==> src/rtl/float_div_if.sv <==
// Operand/result handshake bundle for the single-precision divider.
// The master drives operands and the result ready; the slave returns ready, valid and quotient.
interface float_div_if #(
   parameter int Width = 32
);
   logic             in_valid;
   logic             in_ready;
   logic [Width-1:0] a;
   logic [Width-1:0] b;
   logic             out_valid;
   logic             out_ready;
   logic [Width-1:0] c;

   modport master (output in_valid, a, b, out_ready, input in_ready, out_valid, c);
   modport slave  (input in_valid, a, b, out_ready, output in_ready, out_valid, c);
endinterface

==> src/rtl/float_div.sv <==
// Multi-cycle IEEE 754 single-precision divider, c = a / b, truncating.
// Restoring radix-2 mantissa division, one quotient bit per clock, one operation in flight.
module float_div #(
   parameter int E     = 8,
   parameter int M     = 23,
   parameter int Width = 1 + E + M
) (
   input  logic        clk,
   input  logic        rst_n,
   float_div_if.slave  bus
);
   localparam int ITER = M + 2;
   localparam int CW   = $clog2(ITER);
   localparam logic [CW-1:0]         CNT_LAST = CW'(ITER - 1);
   localparam logic signed [E+1:0]   BIAS_V   = (E+2)'((1 << (E - 1)) - 1);
   localparam logic signed [E+1:0]   EXP_ONE  = (E+2)'(1);
   localparam logic signed [E+1:0]   EXP_ZERO = (E+2)'(0);
   localparam logic signed [E+1:0]   EXP_MAX  = {2'b00, {E{1'b1}}};
   localparam logic [Width-1:0]      QNAN     = {1'b0, {E{1'b1}}, 1'b1, {(M-1){1'b0}}};

   typedef enum logic [1:0] {IDLE, DIV, NORM, DONE} state_t;

   state_t           state_r;
   logic             in_ready_r;
   logic             out_valid_r;
   logic [Width-1:0] c_r;
   logic             sign_r;
   logic [E-1:0]     ea_r;
   logic [E-1:0]     eb_r;
   logic [M:0]       mb_r;
   logic [M+1:0]     rem_r;
   logic [M+1:0]     q_r;
   logic [CW-1:0]    cnt_r;
   logic             spec_r;
   logic [Width-1:0] spec_val_r;

   logic [E-1:0]     a_exp_s;
   logic [E-1:0]     b_exp_s;
   logic             sign_in_s;
   logic             spec_s;
   logic [Width-1:0] spec_val_s;
   logic             ge_s;
   logic [M+1:0]     rem_sub_s;
   logic [M+1:0]     rem_next_s;
   logic signed [E+1:0] e_s;
   logic signed [E+1:0] exp_s;
   logic [M-1:0]     mant_s;
   logic [Width-1:0] norm_val_s;

   assign a_exp_s   = bus.a[Width-2:M];
   assign b_exp_s   = bus.b[Width-2:M];
   assign sign_in_s = bus.a[Width-1] ^ bus.b[Width-1];

   // Special-operand detection; a zero exponent flushes denormals to zero.
   always_comb begin
      spec_s     = 1'b1;
      spec_val_s = '0;
      if ((&a_exp_s) || (&b_exp_s)) begin
         spec_val_s = QNAN;
      end else if ((a_exp_s == '0) && (b_exp_s == '0)) begin
         spec_val_s = QNAN;
      end else if (b_exp_s == '0) begin
         spec_val_s = {sign_in_s, {E{1'b1}}, {M{1'b0}}};
      end else if (a_exp_s == '0) begin
         spec_val_s = {sign_in_s, {(Width-1){1'b0}}};
      end else begin
         spec_s     = 1'b0;
         spec_val_s = '0;
      end
   end

   // One restoring step: the remainder stays below 2*mb so the shift never loses a set bit.
   always_comb begin
      ge_s       = (rem_r >= {1'b0, mb_r});
      rem_sub_s  = ge_s ? (rem_r - {1'b0, mb_r}) : rem_r;
      rem_next_s = {rem_sub_s[M:0], 1'b0};
   end

   assign e_s = $signed({2'b00, ea_r}) - $signed({2'b00, eb_r}) + BIAS_V;

   // Normalise the 25-bit quotient, truncate, saturate to inf or flush to zero.
   always_comb begin
      mant_s = q_r[M+1] ? q_r[M:1] : q_r[M-1:0];
      exp_s  = q_r[M+1] ? e_s : (e_s - EXP_ONE);
      if (exp_s >= EXP_MAX) begin
         norm_val_s = {sign_r, {E{1'b1}}, {M{1'b0}}};
      end else if (exp_s <= EXP_ZERO) begin
         norm_val_s = {sign_r, {(Width-1){1'b0}}};
      end else begin
         norm_val_s = {sign_r, exp_s[E-1:0], mant_s};
      end
   end

   // Control FSM with datapath registers and registered handshake outputs.
   always_ff @(posedge clk or negedge rst_n) begin
      if (!rst_n) begin
         state_r     <= IDLE;
         in_ready_r  <= 1'b1;
         out_valid_r <= 1'b0;
         c_r         <= '0;
         sign_r      <= 1'b0;
         ea_r        <= '0;
         eb_r        <= '0;
         mb_r        <= '0;
         rem_r       <= '0;
         q_r         <= '0;
         cnt_r       <= '0;
         spec_r      <= 1'b0;
         spec_val_r  <= '0;
      end else begin
         case (state_r)
            IDLE: begin
               if (bus.in_valid && in_ready_r) begin
                  in_ready_r <= 1'b0;
                  sign_r     <= sign_in_s;
                  ea_r       <= a_exp_s;
                  eb_r       <= b_exp_s;
                  mb_r       <= {1'b1, bus.b[M-1:0]};
                  rem_r      <= {2'b01, bus.a[M-1:0]};
                  q_r        <= '0;
                  cnt_r      <= '0;
                  spec_r     <= spec_s;
                  spec_val_r <= spec_val_s;
                  state_r    <= spec_s ? NORM : DIV;
               end
            end
            DIV: begin
               rem_r <= rem_next_s;
               q_r   <= {q_r[M:0], ge_s};
               cnt_r <= cnt_r + CW'(1);
               if (cnt_r == CNT_LAST) begin
                  state_r <= NORM;
               end
            end
            NORM: begin
               c_r         <= spec_r ? spec_val_r : norm_val_s;
               out_valid_r <= 1'b1;
               state_r     <= DONE;
            end
            DONE: begin
               if (bus.out_ready) begin
                  out_valid_r <= 1'b0;
                  in_ready_r  <= 1'b1;
                  state_r     <= IDLE;
               end
            end
            default: begin
               state_r     <= IDLE;
               in_ready_r  <= 1'b1;
               out_valid_r <= 1'b0;
            end
         endcase
      end
   end

   assign bus.in_ready  = in_ready_r;
   assign bus.out_valid = out_valid_r;
   assign bus.c         = c_r;
endmodule

==> src/flat_wrapper.sv <==
// flat-port wrapper written by rule: the top's interface ports become plain ports
module float_div_flat 
#(
   parameter int E     = 8,
   parameter int M     = 23,
   parameter int Width = 1 + E + M
)
  (clk, rst_n, bus_in_valid, bus_a, bus_b, bus_out_ready, bus_in_ready, bus_out_valid, bus_c);
  float_div_if #(.Width(Width)) bus_i ();
  input  logic clk;
  input  logic rst_n;
  input wire logic [$bits(bus_i.in_valid)-1:0] bus_in_valid;
  input wire logic [$bits(bus_i.a)-1:0] bus_a;
  input wire logic [$bits(bus_i.b)-1:0] bus_b;
  input wire logic [$bits(bus_i.out_ready)-1:0] bus_out_ready;
  output wire logic [$bits(bus_i.in_ready)-1:0] bus_in_ready;
  output wire logic [$bits(bus_i.out_valid)-1:0] bus_out_valid;
  output wire logic [$bits(bus_i.c)-1:0] bus_c;
  assign bus_i.in_valid = bus_in_valid;
  assign bus_i.a = bus_a;
  assign bus_i.b = bus_b;
  assign bus_i.out_ready = bus_out_ready;
  assign bus_in_ready = bus_i.in_ready;
  assign bus_out_valid = bus_i.out_valid;
  assign bus_c = bus_i.c;
  float_div #(.E(E), .M(M), .Width(Width)) u_core (.clk(clk), .rst_n(rst_n), .bus(bus_i));
endmodule
==> config.mk <==
export PLATFORM = sky130hd
export DESIGN_NAME = float_div_flat
export DESIGN_NICKNAME = d
export VERILOG_FILES = /design/src/rtl/float_div_if.sv /design/src/rtl/float_div.sv /design/src/flat_wrapper.sv
export SDC_FILE = /design/constraint.sdc
export NUM_CORES = 1
export LEC_CHECK = 0
export ABC_AREA = 1
export CAP_MARGIN = 0
export CORE_MARGIN = 2
export CORE_UTILIZATION = 59
export CTS_BUF_LIST = sky130_fd_sc_hd__clkbuf_16
export DETAILED_ROUTE_END_ITERATION = 10
export PLACE_DENSITY = 0.86
export SYNTH_ARGS = -nofsm -noshare
export SYNTH_HDL_FRONTEND = slang
export SYNTH_SLANG_ARGS = --single-unit
==> constraint.sdc <==
create_clock -name clk -period 4.2 [get_ports clk]
set_input_delay 0.42 -clock clk [delete_from_list [all_inputs] [get_ports clk]]
set_output_delay 0.42 -clock clk [all_outputs]
set_load 0.1 [all_outputs]
# After elaboration in Yosys (flattened, before gate mapping)
# Cells that the tools add are included.
# classes
n_addsub	5
order_cmp	3
n_eq_ne	7
n_mux	30
n_bitwise	1
n_reduce_logical	16
# op_table
operator	count
32-bit 2-to-1 mux	5
25-bit case mux with 2 select lines	2
31-bit 2-to-1 mux	2
25-bit 2-to-1 mux	2
25-bit by 24-bit greater-or-equal comparator with 1-bit output	1
24-bit 2-to-1 mux	1
24-bit subtractor	1
23-bit 2-to-1 mux	1
8-bit logical NOT	2
8-bit AND reduction	2
10-bit by 8-bit adder with 10-bit output (second input constant)	1
10-bit by 9-bit greater-or-equal comparator with 1-bit output (second input constant)	1
10-bit by 1-bit less-or-equal comparator with 1-bit output (second input constant)	1
10-bit 2-to-1 mux	1
5-bit case mux with 2 select lines	1
10-bit by 2-bit subtractor with 10-bit output (second input constant)	1
8-bit by 8-bit subtractor with 9-bit output	1
2-bit 2-to-1 mux	4
2-bit case mux with 4 select lines	1
1-bit 2-to-1 mux	7
2-bit AND reduction	3
3-bit AND reduction	2
2-bit nonzero test	3
5-bit by 1-bit adder with 5-bit output (second input constant)	1
other kinds (11)	15
# totals
reg_bits	165
in_bits	68
output_inout_bits	34
word_cells	75

# Depth between registers and ports, before layout
# Gate-level depths: netlist of run 1.
# depth
ltp_word	8
ltp_mapped	25
depth_no_buf	24

# Worst setup path before layout of run 1
# OpenSTA, ideal clock, no wires.
# synth_timing
kind	register -> register
startpoint	register u_core.ea_r[0]
endpoint	register u_core.c_r[19], in the netlist u_core.bus.c[19]
setup_time_ps	120
t_arrival_ps	2735
required_time_ps	4080
slack_ps	1345
stages_incl_launch_ff	21
path_buffers	2
period_less_slack_ps	2855
cell_sequence	dfrtp_1 inv_1 ha_1 inv_1 fa_1 inv_1 ha_1 nand2_1 nor2_1 nand3_1 clkinv_1 nand2_1 nor2_2 nand3_2 nor2_1 a21oi_2 buf_6 and2_4 buf_6 nand4_1 nand2_1
# synth_between
elab_chain_len	8
word_cells_on_any_way	9
classes_between	add/sub: 3; order compare: 2; mux: 4
# synth_lines
element	line_no	rtl
from (decl)	float_div.sv:28	logic [E-1:0] ea_r;
from (signal assigned)	float_div.sv:116	ea_r <= a_exp_s;
8-bit by 8-bit subtractor with 9-bit output (*)	float_div.sv:79	assign e_s = $signed({2'b00, ea_r}) - $signed({2'b00, eb_r}) + BIAS_V;
10-bit by 8-bit adder with 10-bit output (*)	float_div.sv:79	
10-bit by 2-bit subtractor with 10-bit output	float_div.sv:84	exp_s = q_r[M+1] ? e_s : (e_s - EXP_ONE);
10-bit 2-to-1 mux (*)	float_div.sv:84	
10-bit by 1-bit less-or-equal comparator with 1-bit output	float_div.sv:87	end else if (exp_s <= EXP_ZERO) begin
31-bit 2-to-1 mux	float_div.sv:87	
31-bit 2-to-1 mux (*)	float_div.sv:85	if (exp_s >= EXP_MAX) begin
32-bit 2-to-1 mux (*)	float_div.sv:136	c_r <= spec_r ? spec_val_r : norm_val_s;
to (signal assigned)	float_div.sv:136	
to (decl)	float_div.sv:26	logic [Width-1:0] c_r;
# Every way passes the cells marked *; elsewhere a longest branch is shown, timed or not.
# A chain may end at the register's enable or synchronous reset.

# Worst setup path in the final report of run 1
# layout_timing
startpoint	register u_core.eb_r[0]
endpoint	register u_core.c_r[26], in the netlist u_core.bus.c[26]
# layout_between
elab_chain_len	8
word_cells_on_any_way	9
classes_between	add/sub: 3; order compare: 2; mux: 4
# layout_lines
element	line_no	rtl
from (decl)	float_div.sv:29	logic [E-1:0] eb_r;
from (signal assigned)	float_div.sv:117	eb_r <= b_exp_s;
8-bit by 8-bit subtractor with 9-bit output (*)	float_div.sv:79	
10-bit by 8-bit adder with 10-bit output (*)	float_div.sv:79	
10-bit by 2-bit subtractor with 10-bit output	float_div.sv:84	
10-bit 2-to-1 mux (*)	float_div.sv:84	
10-bit by 1-bit less-or-equal comparator with 1-bit output	float_div.sv:87	
31-bit 2-to-1 mux	float_div.sv:87	
31-bit 2-to-1 mux (*)	float_div.sv:85	
32-bit 2-to-1 mux (*)	float_div.sv:136	
# Marks and branches as above.

==> results of run 1 <==
through the flow:
step | hold WS [ps] | worst slack (ps) | area, um^2
finish | -8.50 | 861 | 10100
global route | 26.2 | 537 | 10100
CTS | 7.43 | 912 | 10100
detailed placement | 450 | 993 | 9510
global placement | 442 | 1090 | 9510
floorplan | 124 | 1350 | 8400
sequential cells by signal, summed over array words and instances, names as in the netlist:
signal and count:
u_core.bus.out_valid 1, u_core.mb_r 24, u_core.bus.c 32, u_core.eb_r 8, u_core.state_r 2, u_core.cnt_r 5
u_core.spec_val_r 3, u_core.q_r 25, u_core.bus.in_ready 1, u_core.spec_r 1, u_core.ea_r 8, u_core.sign_r 1
u_core.rem_r 25
worst max-delay path, stage by stage (launching register included):
cell      delay (ps)
dfrtp_1          380
ha_1             200
inv_1            100
fa_1             430
inv_1            140
ha_1             180
nand3b_1         110
nand2_1           90
nor2_1           130
nand3_1          140
clkinv_1          80
nand2_1           80
nor2_2           130
nand3_2          110
nor2_1           120
a21oi_2          100
nand2_1          120
buf_4            320
nand2_1          100
nand2_1           70
nand3_1           60
kinds of logic (layout without fill, tap and decap cells):
group | count (synthesis) | count (layout) | share of synthesized area, %
fa+ha+maj | 42 | 42 | 6.44
flops | 136 | 136 | 40.5
compound gates | 271 | 271 | 17.3
buf+inv | 193 | 292 | 9.24
xor+xnor | 25 | 25 | 2.61
simple gates | 462 | 462 | 23.9
routing by layer:
metal | wire length (um) | global-route usage [%] | up-vias
li1 | - | - | 3903
met1 | 9320 | 37.1 | 3738
met2 | 9960 | 48.7 | 229
met3 | 973 | 4.84 | 29
met4 | 336 | 9.02 | 0
met5 | 0 | 0 | -
final cells by class:
| cell class | instances | share of cell area [%] |
|---|---|---|
| multi-input combinational | 800 | 42.1 |
| sequential | 136 | 33.9 |
| timing repair buffer | 111 | 10.8 |
| inverter | 149 | 5.56 |
| clock buffer | 17 | 4.23 |
| tap | 180 | 2.24 |
| clock inverter | 15 | 1.16 |
Yosys cell counts, types with 6 or more instances:
cell type  instances
nand2_1          237
xnor2_1            7
nand4_1           27
nand3_2            7
nor2_1           101
nand3_1           49
clkbuf_1          32
nor3_1             7
inv_2              7
o21ai_0           95
dfrtp_1          135
nor4_1             9
nand2_2           13
inv_1            137
o22ai_1           25
a21oi_1          127
xor2_1            18
ha_1              40
buf_6              6
how the worst min path moves through the flow:
stage / startpoint / endpoint / slack [ps] / depth (start not counted)
after floorplan: rst_n / u_core.bus.c[0] / 120 / 0
after global placement: u_core.mb_r[23] / u_core.mb_r[23] / 440 / 2
after detailed placement: u_core.mb_r[23] / u_core.mb_r[23] / 450 / 2
after CTS: rst_n / u_core.mb_r[12] / 7 / 1
after global routing: rst_n / u_core.mb_r[12] / 30 / 1
final: rst_n / u_core.mb_r[13] / -9 / 1
==> impl_summary.md, run 1 <==
Route
The detailed router placed 7,899 vias in this run. The detailed-routing iteration count for the pre-antenna-repair pass is 5. Wires add up to 20.6 mm. In this run the remaining antenna-violating nets after routing total 0. The via-per-instance ratio is 5.61.

After detailed routing, the number of remaining DRC violations is 0. The final routed wire length divided by cell count is 14.6 um. For this block, the initial DRC count from the detailed router was 537.

Timing
The slew at the pin closest to its max-slew limit is roughly 1000 ps. Measured against its own limit, the worst slew margin works out to around a third. Of the available clock period, the critical path in the final layout requires about four fifths. Hold timing on the final database bottoms out at a slack of -8.50 ps. The clock period minus worst slack is approximately 3300 ps.

The number of endpoints with negative hold slack in the final report is 17. The max-slew violation count is 0. Setup repair after global routing left no endpoint under its margin.

The setup skew after layout is around 11 ps. Setup violations remaining at the end of the flow were counted as 0. The setup total negative slack is 0 ps.

The upper clock frequency limit is 0.299 GHz.

Floorplanning
The floorplan row count is 43. The initial utilization of the core area, before any placement, comes to 60.5%. The die footprint is around 15,000 um^2. The region available for standard cell placement spans between 10,000 and 15,000 um^2. The width of the chip is around 120 um. The top-level I/O count is 102. The chip height is 123 um.

Status
The run finished, with violations left. The checks that failed: hold timing.

CTS
The clock network latency to the later pin of the worst-skew pair is 430 ps. The H-tree depth is 4. The clock drives 136 sinks. After clock tree synthesis, the setup repair step added 0 buffers. The cell at the root of the clock tree is clkbuf_16.

The TritonCTS buffer count is 17. For this design, the CTS-stage hold fixing added 0 buffers. TritonCTS built the clock tree. The CTS clock-pin slew for the worst setup and hold paths is 60 ps. The number of resized instances in the post-cts repair step is 0. The clock passes through at most 2 buffers.

Synth
Yosys mapped a number of flops with a built-in enable equal to 0. The fraction of registers with async set/reset is 100%. The average instance area after synthesis is 7.44 um^2. After synthesis, the cell types taking the most area are dfrtp_1 40%, nand2_1 11%, a21oi_1 7.6%.

The gate count after technology mapping is 1,129. The number of nets handed over by synthesis was ~1,200. The synthesized netlist contains 41 unique library cells.

Summed over its instances, the top area cell type makes up 40.2% of the synthesized netlist area. The fraction of the yosys area taken by sequential cells is 40.5%. During synthesis, Yosys emitted a total of 0 warnings. Synthesis inferred 136 register bits. In this run the cell area of the synthesized design comes to about 8400 um^2. The largest total area in the synthesized netlist belongs to dfrtp_1.

The dominant register cell in the synthesized netlist is dfrtp_1.

Critical path
The destination of the critical timing path is u_core.bus.c[26]. The arrival time reported for the critical path endpoint is 3630 ps. Along the worst path, the maximum fanout reaches 29. The worst setup path is captured at a flip-flop. The start point of the critical path is u_core.eb_r[0]. The worst register-to-register path ends at u_core.bus.c[26]. For flop-to-flop paths, the worst setup slack is 860 ps.

The critical path launch point type is a flip-flop. The number of cells on the worst reg-to-reg path is 20. The critical path required time is 4490 ps. The worst register-to-register path begins at u_core.eb_r[0]. The critical path is of the flip-flop to flip-flop type.

Hold path
In this run the worst hold path is classified as input pin to async pin.

Cells and area
The area growth from synthesis to layout is 19.7%. In the final design database the tool counted 1,325 nets. The post-route netlist has 6.51% of its cells at a drive strength greater than 1. The post-layout utilization of the core is roughly 72%. The number of diodes added for antenna fixing is 0. The combined flip-flop and latch cell area is roughly 3400 um^2.

The multi-input gate area in the final layout is 4240 um^2. The most common cell after layout, fill and taps aside is nand2_1. The number of inserted filler cells in the final layout is 1,102. After the flow finishes, the layout carries non-filler instances totaling 1,408.

In the layout the commonest cells are 237 x nand2_1, 138 x inv_1, 135 x dfrtp_1.

Place
The number of buffers added on ports is 101. The final RePlAce weighted congestion is 0.972. After legalization and detailed placement, the total HPWL measured around 14 mm. In this run, placement finished with an instance count of 1,376.

Flow run
The number of max-cap violations is 0.

Global routing
For this run the aggregate overflow at the end of global routing stands at 0. The via count of the first global-routing pass is 7,626. The maximum number of pins on one net before global-route repair is slightly below 70.

The first global-routing pass estimated 34.4 mm of wire. The initial antenna violation count is 0. The total routing resource utilization after global routing is 28.5%.
Power of run 1 is left out: the tool's default activity adds up to more than one toggle a clock period on the data nets, which glitch-free logic cannot reach.
==> inputs of run 2 (changes only) <==
--- a/config.mk
+++ b/config.mk
@@ -8,10 +8,10 @@
 export ABC_AREA = 1
 export CAP_MARGIN = 0
 export CORE_MARGIN = 2
-export CORE_UTILIZATION = 59
+export CORE_UTILIZATION = 51
 export CTS_BUF_LIST = sky130_fd_sc_hd__clkbuf_16
 export DETAILED_ROUTE_END_ITERATION = 10
-export PLACE_DENSITY = 0.86
+export PLACE_DENSITY = 0.79
 export SYNTH_ARGS = -nofsm -noshare
 export SYNTH_HDL_FRONTEND = slang
 export SYNTH_SLANG_ARGS = --single-unit
==> constraint.sdc (replaced) <==
create_clock -name clk -period 3 [get_ports clk]
set_input_delay 0.3 -clock clk [delete_from_list [all_inputs] [get_ports clk]]
set_output_delay 0.3 -clock clk [all_outputs]
set_load 0.1 [all_outputs]
==> impl_summary.md, run 2 (synthesis results as in run 1) <==
Status
The flow ran to the end, but the final reports show violations. The checks that failed: setup timing.

Route
For this run, the detailed router's first-pass iteration total came to 6. The number of DRC markers in iteration 0 is 834. The residual DRC count is 0. The via-per-instance ratio is 5.60. The count of nets left with antenna violations once routing finished came out at 0. The routed wire length is about 23 mm.

Detailed routing inserted a total of 8,213 vias. The final routed wire length divided by cell count is 15.6 um.

CTS
For the worst-skew pair, the clock arrives at the later sink with an insertion delay of ~430 ps. After clock tree synthesis, the clock-pin slew on the worst setup and hold paths is 60 ps. TritonCTS built the clock tree. The H-tree depth is 4. The TritonCTS buffer count is 17. The cell at the root of the clock tree is clkbuf_16.

The clock sink count is ~140. No sink is reached through more buffers than the 2 on the longest clock path.

Cells and area
The number of antenna diodes in the final layout is 0. The number of inserted filler cells in the final layout is between 1,000 and 1,500. The number of flip-flops in the largest register is 32.

The area growth from synthesis to layout is 26.5%. The most common cell after layout, fill and taps aside is nand2_1. The post-layout utilization of the core is 66.4%. Of the cells placed in the final design, the portion with a size suffix greater than 1 is 15.8%. The net count reported at finish is 1,348. In the layout the commonest cells are 207 x nand2_1, 135 x inv_1, 135 x dfrtp_1.

Global routing
The initial antenna violation count is 0. The via count of the first global-routing pass was 7,759. The maximum number of pins on one net before global-route repair is 64. The total grt overflow is 0. The first global-routing pass estimated 36.8 mm of wire. Global routing used approximately a quarter of the available tracks.

Critical path
The most critical setup path has its endpoint at u_core.bus.c[15]. The critical path is of the flip-flop to flip-flop type. The type of element capturing the critical path is a flip-flop.

The critical path required time is approximately 3300 ps. The endpoint identified for the worst register-to-register timing path is u_core.bus.c[15]. The critical path launch point type is a flip-flop.

The largest fanout on the critical path is 6. The buffering stage count on the worst path with inverters included is 3. The largest single stage delay on the critical path is just under 600 ps.

The reg2reg setup slack is -170 ps. The arrival time reported for the critical path endpoint is between 3000 and 4000 ps. The family of cells with the greatest summed delay on the critical path is simple AND/OR/NAND/NOR gates. The worst reg-to-reg path cell count is 20. The slowest stage of the critical path belongs to the cell fa_2. In this run the number of cells on the critical path is 20. The start point of the critical path is u_core.ea_r[0]. The critical path goes through inv_2 > ha_4 > inv_4 > fa_2 > inv_4 > ha_4 > nand3b_1 > nand2_4 > nor2_4 > nand3_4 > nor2_1 > nand2_1 > nand2_2 > nor2_2 > nand2_2 > nor2_4 > nand2_4 > and2_4 > nand4_1 > nand2_1. The startpoint identified for the worst register-to-register timing path is u_core.ea_r[0].

Timing
For this run, the top clock speed supported by timing is 0.315 GHz. The setup skew after layout is between 9 and 10 ps. The max-slew violation count is 0.

Setup violations remaining at the end of the flow were counted as 30. The number of endpoints with negative hold slack in the final report is 0. The final critical-path share of the clock period is 106%. Headroom to the max-slew limit came out at 47.1%. Setup repair after global routing could not meet its margin everywhere.

Counting I/O delays and the setup requirement, the final critical path takes about 3200 ps. For the pin with the worst max-slew slack, the measured transition is slightly below 800 ps. The post-route worst setup slack is -170 ps.

Place
The number of buffers added on ports is roughly 100. The HPWL after detailed placement is roughly 14 mm. The final RePlAce weighted congestion is 0.917.

Flow run
The tool flagged a number of max-cap violations equal to 0.

Floorplanning
The top-level I/O count is about 100. The die is around 130 um tall. The core area is 16,000 um^2. The die footprint is 17,500 um^2.

The width of the chip is 132 um. The floorplan row count is 46. For this configuration, the core starts out at a cell density of 52.5%.

Hold path
In this run the worst hold path is classified as input pin to async pin.
run 2: worst min path at each step:
stage	from	to	slack, ps	cells after the start
3_3_place_gp	rst_n	u_core.mb_r[12]	320	1
4_1_cts	bus_b[10]	u_core.mb_r[10]	420	3
5_1_grt	bus_b[2]	u_core.mb_r[2]	440	3
6_report	rst_n	u_core.mb_r[12]	410	2
2_1_floorplan	rst_n	u_core.bus.c[0]	4	0
3_5_place_dp	rst_n	u_core.mb_r[14]	320	1
run 2: metrics by stage:
stage | TNS [ps] | hold WS, ps | instances | worst slack, ps | area (um^2)
2_1_floorplan | 0 | 4.41 | 1129 | 145 | 8400
3_3_place_gp | 0 | 315 | 1420 | 16.3 | 9560
3_5_place_dp | -2100 | 323 | 1420 | -114 | 9560
4_1_cts | -859 | 425 | 1461 | -71.2 | 10400
5_1_grt | -6790 | 436 | 1466 | -310 | 10600
6_report | -3190 | 406 | 1466 | -170 | 10600
run 2: repair_timing:
| item | in CTS | in global routing |
|---|---|---|
| pin swaps | 13 | 42 |
| endpoints found under the setup margin | 29 | 31 |
| endpoints found under the hold margin | 61 | 0 |
| hold buffers | 1 | 0 |
| gates cloned | 5 | 2 |
| resized for setup | 33 | 65 |
| setup buffers | 4 | 5 |
run 2: worst reg2reg max path, cell delays in order (launching register included):
cell      delay (ps)
dfrtp_1          370
inv_2             80
ha_4             140
inv_4             40
fa_2             580
inv_4             50
ha_4             160
nand3b_1         210
nand2_4          140
nor2_4            60
nand3_4           80
nor2_1            60
nand2_1          100
nand2_2          100
nor2_2           160
nand2_2           90
nor2_4           160
nand2_4          100
and2_4           190
nand4_1          110
nand2_1           80
run 2: cell type report:
type,count,area (um^2),share of cell area [%]
Clock buffer,17,425,4.00
Inverter,149,572,5.38
Tap cell,216,270,2.54
Timing Repair Buffer,130,1220,11.5
Multi-Input combinational cell,804,4590,43.2
Sequential cell,136,3400,32.0
Clock inverter,14,150,1.41
run 2: per-layer routing:
metal  vias to the layer above  part of all wire (%)  wire length (um)  GRT usage, %
met5                         -                     0                 0             0
met4                         0                   2.6               583          7.53
met3                        66                   6.2              1410          5.27
met2                       332                    48             10900          42.3
met1                      3860                    43              9930          34.3
li1                       3955                     -                 -             -
Power of run 2 is left out for the same reason.
